**src/rtl/fir_start_sequencer.sv**
```systemverilog
`default_nettype none
// ============================================================================
// Module      : fir_start_sequencer
// Description : Upstream ap_ctrl_hs driver for the fir_optimized core.
//               Queues input samples, issues one start per sample, captures
//               the filter result into a held output register and tracks
//               transaction count, latency statistics and a timeout flag.
// Revision    : 1.0 - initial release
// ============================================================================
module fir_start_sequencer #(
  parameter int DATA_W  = 16,
  parameter int OUT_W   = 32,
  parameter int DEPTH   = 16,
  parameter int LAT_W   = 16,
  parameter int CNT_W   = 32,
  parameter int TIMEOUT = 1024
) (
  input  logic                     clock,
  input  logic                     reset,
  input  logic                     in_valid,
  output logic                     in_ready,
  input  logic [DATA_W-1:0]        in_data,
  output logic                     fir_ap_start,
  input  logic                     fir_ap_ready,
  input  logic                     fir_ap_done,
  output logic [DATA_W-1:0]        fir_x,
  input  logic [OUT_W-1:0]         fir_y,
  output logic                     out_valid,
  input  logic                     out_ready,
  output logic [OUT_W-1:0]         out_data,
  output logic [$clog2(DEPTH):0]   fifo_level,
  output logic [CNT_W-1:0]         txn_count,
  output logic [LAT_W-1:0]         last_latency,
  output logic [LAT_W-1:0]         max_latency,
  output logic                     err_timeout
);

  localparam int                  c_PW      = $clog2(DEPTH);
  localparam logic [c_PW:0]       c_FULL    = (c_PW+1)'(DEPTH);
  localparam logic [LAT_W-1:0]    c_TIMEOUT = LAT_W'(TIMEOUT);

  localparam logic [1:0] c_IDLE  = 2'd0;
  localparam logic [1:0] c_START = 2'd1;
  localparam logic [1:0] c_WAIT  = 2'd2;

  logic [DATA_W-1:0] r_mem [DEPTH];
  logic [c_PW-1:0]   r_wr_ptr;
  logic [c_PW-1:0]   r_rd_ptr;
  logic [c_PW:0]     r_level;
  logic [1:0]        r_state;
  logic [LAT_W-1:0]  r_lat;
  logic              r_out_valid;
  logic [OUT_W-1:0]  r_out_data;
  logic [CNT_W-1:0]  r_txn;
  logic [LAT_W-1:0]  r_last_lat;
  logic [LAT_W-1:0]  r_max_lat;
  logic              r_err;

  logic              w_push;
  logic              w_pop;
  logic              w_capture;
  logic              w_abort;
  logic              w_launch;
  logic [LAT_W-1:0]  w_lat_next;

  // Handshake decode: FIFO push/pop, result capture, timeout abort, new launch
  always_comb begin
    w_push     = in_valid && in_ready;
    w_pop      = (r_state == c_START) && fir_ap_ready;
    w_capture  = ((r_state == c_START) && fir_ap_ready && fir_ap_done) ||
                 ((r_state == c_WAIT) && fir_ap_done);
    // A START cycle that is accepted is never aborted; the sample is gone.
    w_abort    = !w_capture && (r_lat >= c_TIMEOUT) &&
                 (((r_state == c_START) && !fir_ap_ready) || (r_state == c_WAIT));
    // Launch only when any held result will be gone before the next capture.
    w_launch   = (r_state == c_IDLE) && (r_level != '0) && (!r_out_valid || out_ready);
    w_lat_next = (r_lat == '1) ? r_lat : r_lat + 1'b1;
  end

  assign in_ready     = (r_level != c_FULL) && !reset;
  assign fir_ap_start = (r_state == c_START);
  assign fir_x        = (r_state == c_START) ? r_mem[r_rd_ptr] : '0;
  assign out_valid    = r_out_valid;
  assign out_data     = r_out_data;
  assign fifo_level   = r_level;
  assign txn_count    = r_txn;
  assign last_latency = r_last_lat;
  assign max_latency  = r_max_lat;
  assign err_timeout  = r_err;

  // Sample storage; contents need no reset since the pointers define validity
  always_ff @(posedge clock) begin
    if (w_push) begin
      r_mem[r_wr_ptr] <= in_data;
    end
  end

  // FIFO pointers and occupancy
  always_ff @(posedge clock) begin
    if (reset) begin
      r_wr_ptr <= '0;
      r_rd_ptr <= '0;
      r_level  <= '0;
    end else begin
      if (w_push) r_wr_ptr <= r_wr_ptr + 1'b1;
      if (w_pop)  r_rd_ptr <= r_rd_ptr + 1'b1;
      case ({w_push, w_pop})
        2'b10:   r_level <= r_level + 1'b1;
        2'b01:   r_level <= r_level - 1'b1;
        default: r_level <= r_level;
      endcase
    end
  end

  // Transaction FSM with start-to-done latency counter
  always_ff @(posedge clock) begin
    if (reset) begin
      r_state <= c_IDLE;
      r_lat   <= '0;
    end else begin
      case (r_state)
        c_IDLE: begin
          if (w_launch) begin
            r_state <= c_START;
            r_lat   <= LAT_W'(1);
          end
        end
        c_START: begin
          r_lat <= w_lat_next;
          if (w_capture || w_abort) r_state <= c_IDLE;
          else if (fir_ap_ready)    r_state <= c_WAIT;
        end
        c_WAIT: begin
          r_lat <= w_lat_next;
          if (w_capture || w_abort) r_state <= c_IDLE;
        end
        default: r_state <= c_IDLE;
      endcase
    end
  end

  // Result register, statistics and sticky timeout flag
  always_ff @(posedge clock) begin
    if (reset) begin
      r_out_valid <= 1'b0;
      r_out_data  <= '0;
      r_txn       <= '0;
      r_last_lat  <= '0;
      r_max_lat   <= '0;
      r_err       <= 1'b0;
    end else begin
      if (w_capture) begin
        r_out_valid <= 1'b1;
        r_out_data  <= fir_y;
        r_txn       <= r_txn + 1'b1;
        r_last_lat  <= r_lat;
        if (r_lat > r_max_lat) r_max_lat <= r_lat;
      end else if (out_ready) begin
        r_out_valid <= 1'b0;
      end
      if (w_abort) r_err <= 1'b1;
    end
  end

endmodule
`default_nettype wire

```
**config.mk**
```make
export PLATFORM = sky130hd
export DESIGN_NAME = fir_start_sequencer
export DESIGN_NICKNAME = d
export VERILOG_FILES = /design/src/rtl/fir_start_sequencer.sv
export SDC_FILE = /design/constraint.sdc
export NUM_CORES = 1
export LEC_CHECK = 0
export CORE_MARGIN = 3
export CORE_UTILIZATION = 61
export CTS_CLUSTER_SIZE = 25
export DETAILED_ROUTE_END_ITERATION = 10
export GPL_TIMING_DRIVEN = 1
export PLACE_DENSITY = 0.85
export REMOVE_ABC_BUFFERS = 1
export SYNTH_ARGS = -nofsm -noshare
export SYNTH_HDL_FRONTEND = slang
export SYNTH_SLANG_ARGS = --single-unit
export TNS_END_PERCENT = 10
```
**constraint.sdc**
```tcl
create_clock -name clock -period 8 [get_ports clock]
set_input_delay 1.6 -clock clock [delete_from_list [all_inputs] [get_ports clock]]
set_output_delay 1.6 -clock clock [all_outputs]
set_load 0.01 [all_outputs]
```
==> summary.md <==
| Metric | Value |
|---|---|
| First-pass GRT wire length | `60220 um` |
| Synth Warn # | `0` |
| Unrepaired setup endpoints after global routing | `no` |
| Layout Nets | `1390` |
| Routed vias | `10.37k` |
| Sequential share of power | `47.4%` |
| PwrDens | `244.6 nW/um2` |
| GRT Total Usage | `27.90%` |
| Minimum clock period | `5.407 ns` |
| Fin Hold WS | `0.4547 ns` |
| H-tree depth | `2` |
| Synth cell types | `58` |
| WP data arrival | `3.81 ns` |
| Layout cells sized above 1 | `13.78%` |
| Post-Route WL | `39210 um` |
| Detail Placement HPWL | `23540 um` |
| Core area | `25400 um2` |
| Clock Power Share | `39.4%` |
| I/O Buffers | `174` |
| CP cell instances | `buf_4 -> mux4_2 -> mux4_2 -> and2_1 -> clkdlybuf4s50_1` |
| Final Cell Area | `19270 um2` |
| Setup TNS | `0 ns` |
| Post-layout util | `75.89%` |
| Top_reg_cell synth | `edfxtp_1` |
| Leakage | `6.243 nW` |
| Clock Latency Late Sink | `0.54 ns` |
| Sink Count | `389` |
| Synthesized area per cell | `14.04 um2` |
| Fin. max-slew vios | `0` |
| Max-cap violations | `0` |
| Vias/cell | `6.225` |
| Switching Fraction | `24.13%` |
| Maximum clock frequency | `185.0 MHz` |
| Critical Path RT | `6.40 ns` |
| CTS tree | `yes` |
| Setup Buffers After CTS | `0` |
| Most common cell on crit path | `mux4_2` |
| WL/cell | `23.55 um` |
| Clock Root Buffer | `clkbuf_16` |
| Crit path buf inv count | `2` |
| Comb power frac | `13.2%` |
| Initial cell density of the core | `62.42%` |
| Crit start category | `flip-flop` |
| Number of buffers created by CTS | `38` |
| Synth area leader | `edfxtp_1` |
| Worst vdd ir | `0.0002699 V` |
| Cts repair resizes | `0` |
| Synth top area cells | `edfxtp_1 48%, dfxtp_1 17%, mux4_2 11%` |
| Vias in the first global route | `10.28k` |
| Chip width | `167.2 um` |
| 1st-iter DRT viols | `1029` |
| CTS max path bufs | `3` |
| Final setup viols | `0` |
| Final period util | `67.58%` |
| Post-place instance area | `17960 um2` |
| Crit path kind | `reg -> out` |
| Share of the synthesized area in the top cell type | `48.48%` |
| Seq/Total Area, Yosys | `65.28%` |
| Top delay family on crit path | `buffers and inverters` |
| Crit. End Element | `output port` |
| Slowest cell on crit path | `buf_4` |
| Clk slew on worst S/H paths | `0.06 ns` |
| Worst path max stage delay | `0.73 ns` |
| Crit-path max FO | `40` |
| Worst-margin pin slew | `1.245 ns` |
| CTS Hold Bufs | `0` |
| Yosys reg bits | `389` |
| # DRC | `0` |
| Syn Std Cell Area | `15860 um2` |
| Slew HR | `16.72%` |
| DIE HEIGHT | `167.2 um` |
| Initial antenna violation count | `0` |
| EDFF count, synth | `256` |
| Mapped Cells | `1129` |
| Io pins | `175` |
| Status | `finished clean` |
| Final hold vios | `0` |
| First-pass DRT Iterations | `5` |
| Die Area | `27960 um2` |
| Rows | `58` |
| Clk_skew | `0.02300 ns` |
| Worst Hold Class | `reg -> reg` |
| Largest net degree at the start of global routing | `65` |
| Final GP Congestion | `0.8317` |
| Area delta synth->final | `21.57%` |
| Antenna Cells | `0` |
| Gr ovfl total | `0` |
| Cell Int Power | `0.003577 W` |
| Switching power | `0.001138 W` |
| Total power | `0.004715 W` |
| Post-synth ARST share | `0%` |
| Flop2flop setup slack | `4.46 ns` |
| Post-route ant nets | `0` |
sequential cells by signal, indices dropped and copies added (netlist names), 4 cells and up, named ones only:
signal and cells:
max_latency 16, r_mem 256, r_wr_ptr 4, fifo_level 5, out_data 32, last_latency 16
txn_count 32, r_rd_ptr 4, r_lat 16
worst register-to-register path, cell delays in order (launching register included):
cell,delay (ns)
dfxtp_1,0.32
inv_1,0.08
ha_1,0.86
and2_1,0.47
ha_1,0.38
or3b_2,0.46
a21boi_0,0.25
nor3_1,0.07
or3b_2,0.44
a21oi_1,0.14
logic make-up after synthesis:
family,count (synthesis),synth area share (%)
AO/OA/AOI/OAI,145,5.350
adder cells (fa/ha/maj),31,2.446
XOR/XNOR,29,1.602
buffers and inverters,98,2.549
flip-flops,389,65.28
multiplexers,98,12.50
AND/OR/NAND/NOR,339,10.27
power groups by stage:
stage	combinational, W	sequential (W)	clock (W)
after CTS	0.000623	0.00224	0.00188
after detailed placement	0.000612	0.00228	0
after global routing	0.000672	0.00224	0.00195
final	0.000621	0.00224	0.00186
after global placement	0.000594	0.00228	0
after floorplan	0.000346	0.00230	0
layout make-up:
type | instances | area [um2]
Multi-Input combinational cell | 642 | 5145
Timing Repair Buffer | 196 | 1904
Fill cell | 1442 | 6125
Clock buffer | 51 | 1092
Sequential cell | 389 | 10350
Clock inverter | 19 | 222.7
Inverter | 38 | 142.6
Tap cell | 330 | 412.9
metal layers:
metal	vias to the layer above	track usage [%]	share of wire [%]
li1	4584	-	-
met1	5114	34.52	36
met2	572	49.46	52
met3	95	5.359	8.4
met4	0	10.07	3.3
met5	-	0	0
metrics by stage:
step | instances | worst slack, ns
6_report | 1665 | 2.593
5_1_grt | 1665 | 2.380
4_1_cts | 1665 | 2.528
3_5_place_dp | 1595 | 3.148
3_3_place_gp | 1595 | 3.223
2_1_floorplan | 1069 | 2.381
worst paths after layout:
kind	start	depth (start not counted)	end
hold reg to reg	out_data[25]	2	out_data[25]
setup / recovery	flip-flop	5	fir_x[10]
setup reg to reg	r_state[1]	9	fifo_level[3]
hold / removal	out_data[25]	2	out_data[25]
cell usage after synthesis, types with 11 or more instances:
library cell,instances
edfxtp_1,256
nand2_1,160
dfxtp_1,133
a21oi_1,93
mux4_2,80
nor2_1,57
clkbuf_1,41
inv_1,37
ha_1,31
xnor2_1,19
and2_1,18
mux2i_1,18
nand4_1,17
o31ai_1,17
or4_1,17
nand3_1,14
o21ai_0,14
or3_1,12
buf_2,11
cells in the final DEF (no fill, tap or decap), types with 3 or more instances in the layout:
master and count:
a21oi_1 93, and2_1 18, and4_1 4, buf_4 23, bufinv_16 4, clkbuf_1 6, clkbuf_16 40, clkbuf_8 5
clkdlybuf4s50_1 173, clkinv_1 5, clkinv_2 3, clkinvlp_4 4, dfxtp_1 131, edfxtp_1 256, ha_1 31, inv_1 37
mux2i_1 18, mux4_2 80, nand2_1 160, nand2b_1 6, nand3_1 14, nand4_1 17, nor2_1 56, nor3_1 6
nor3_2 4, nor4_1 8, o21ai_0 14, o31ai_1 17, or3_1 12, or4_1 17, xnor2_1 19, xor2_1 10
Power figures use the tool's default switching activity.
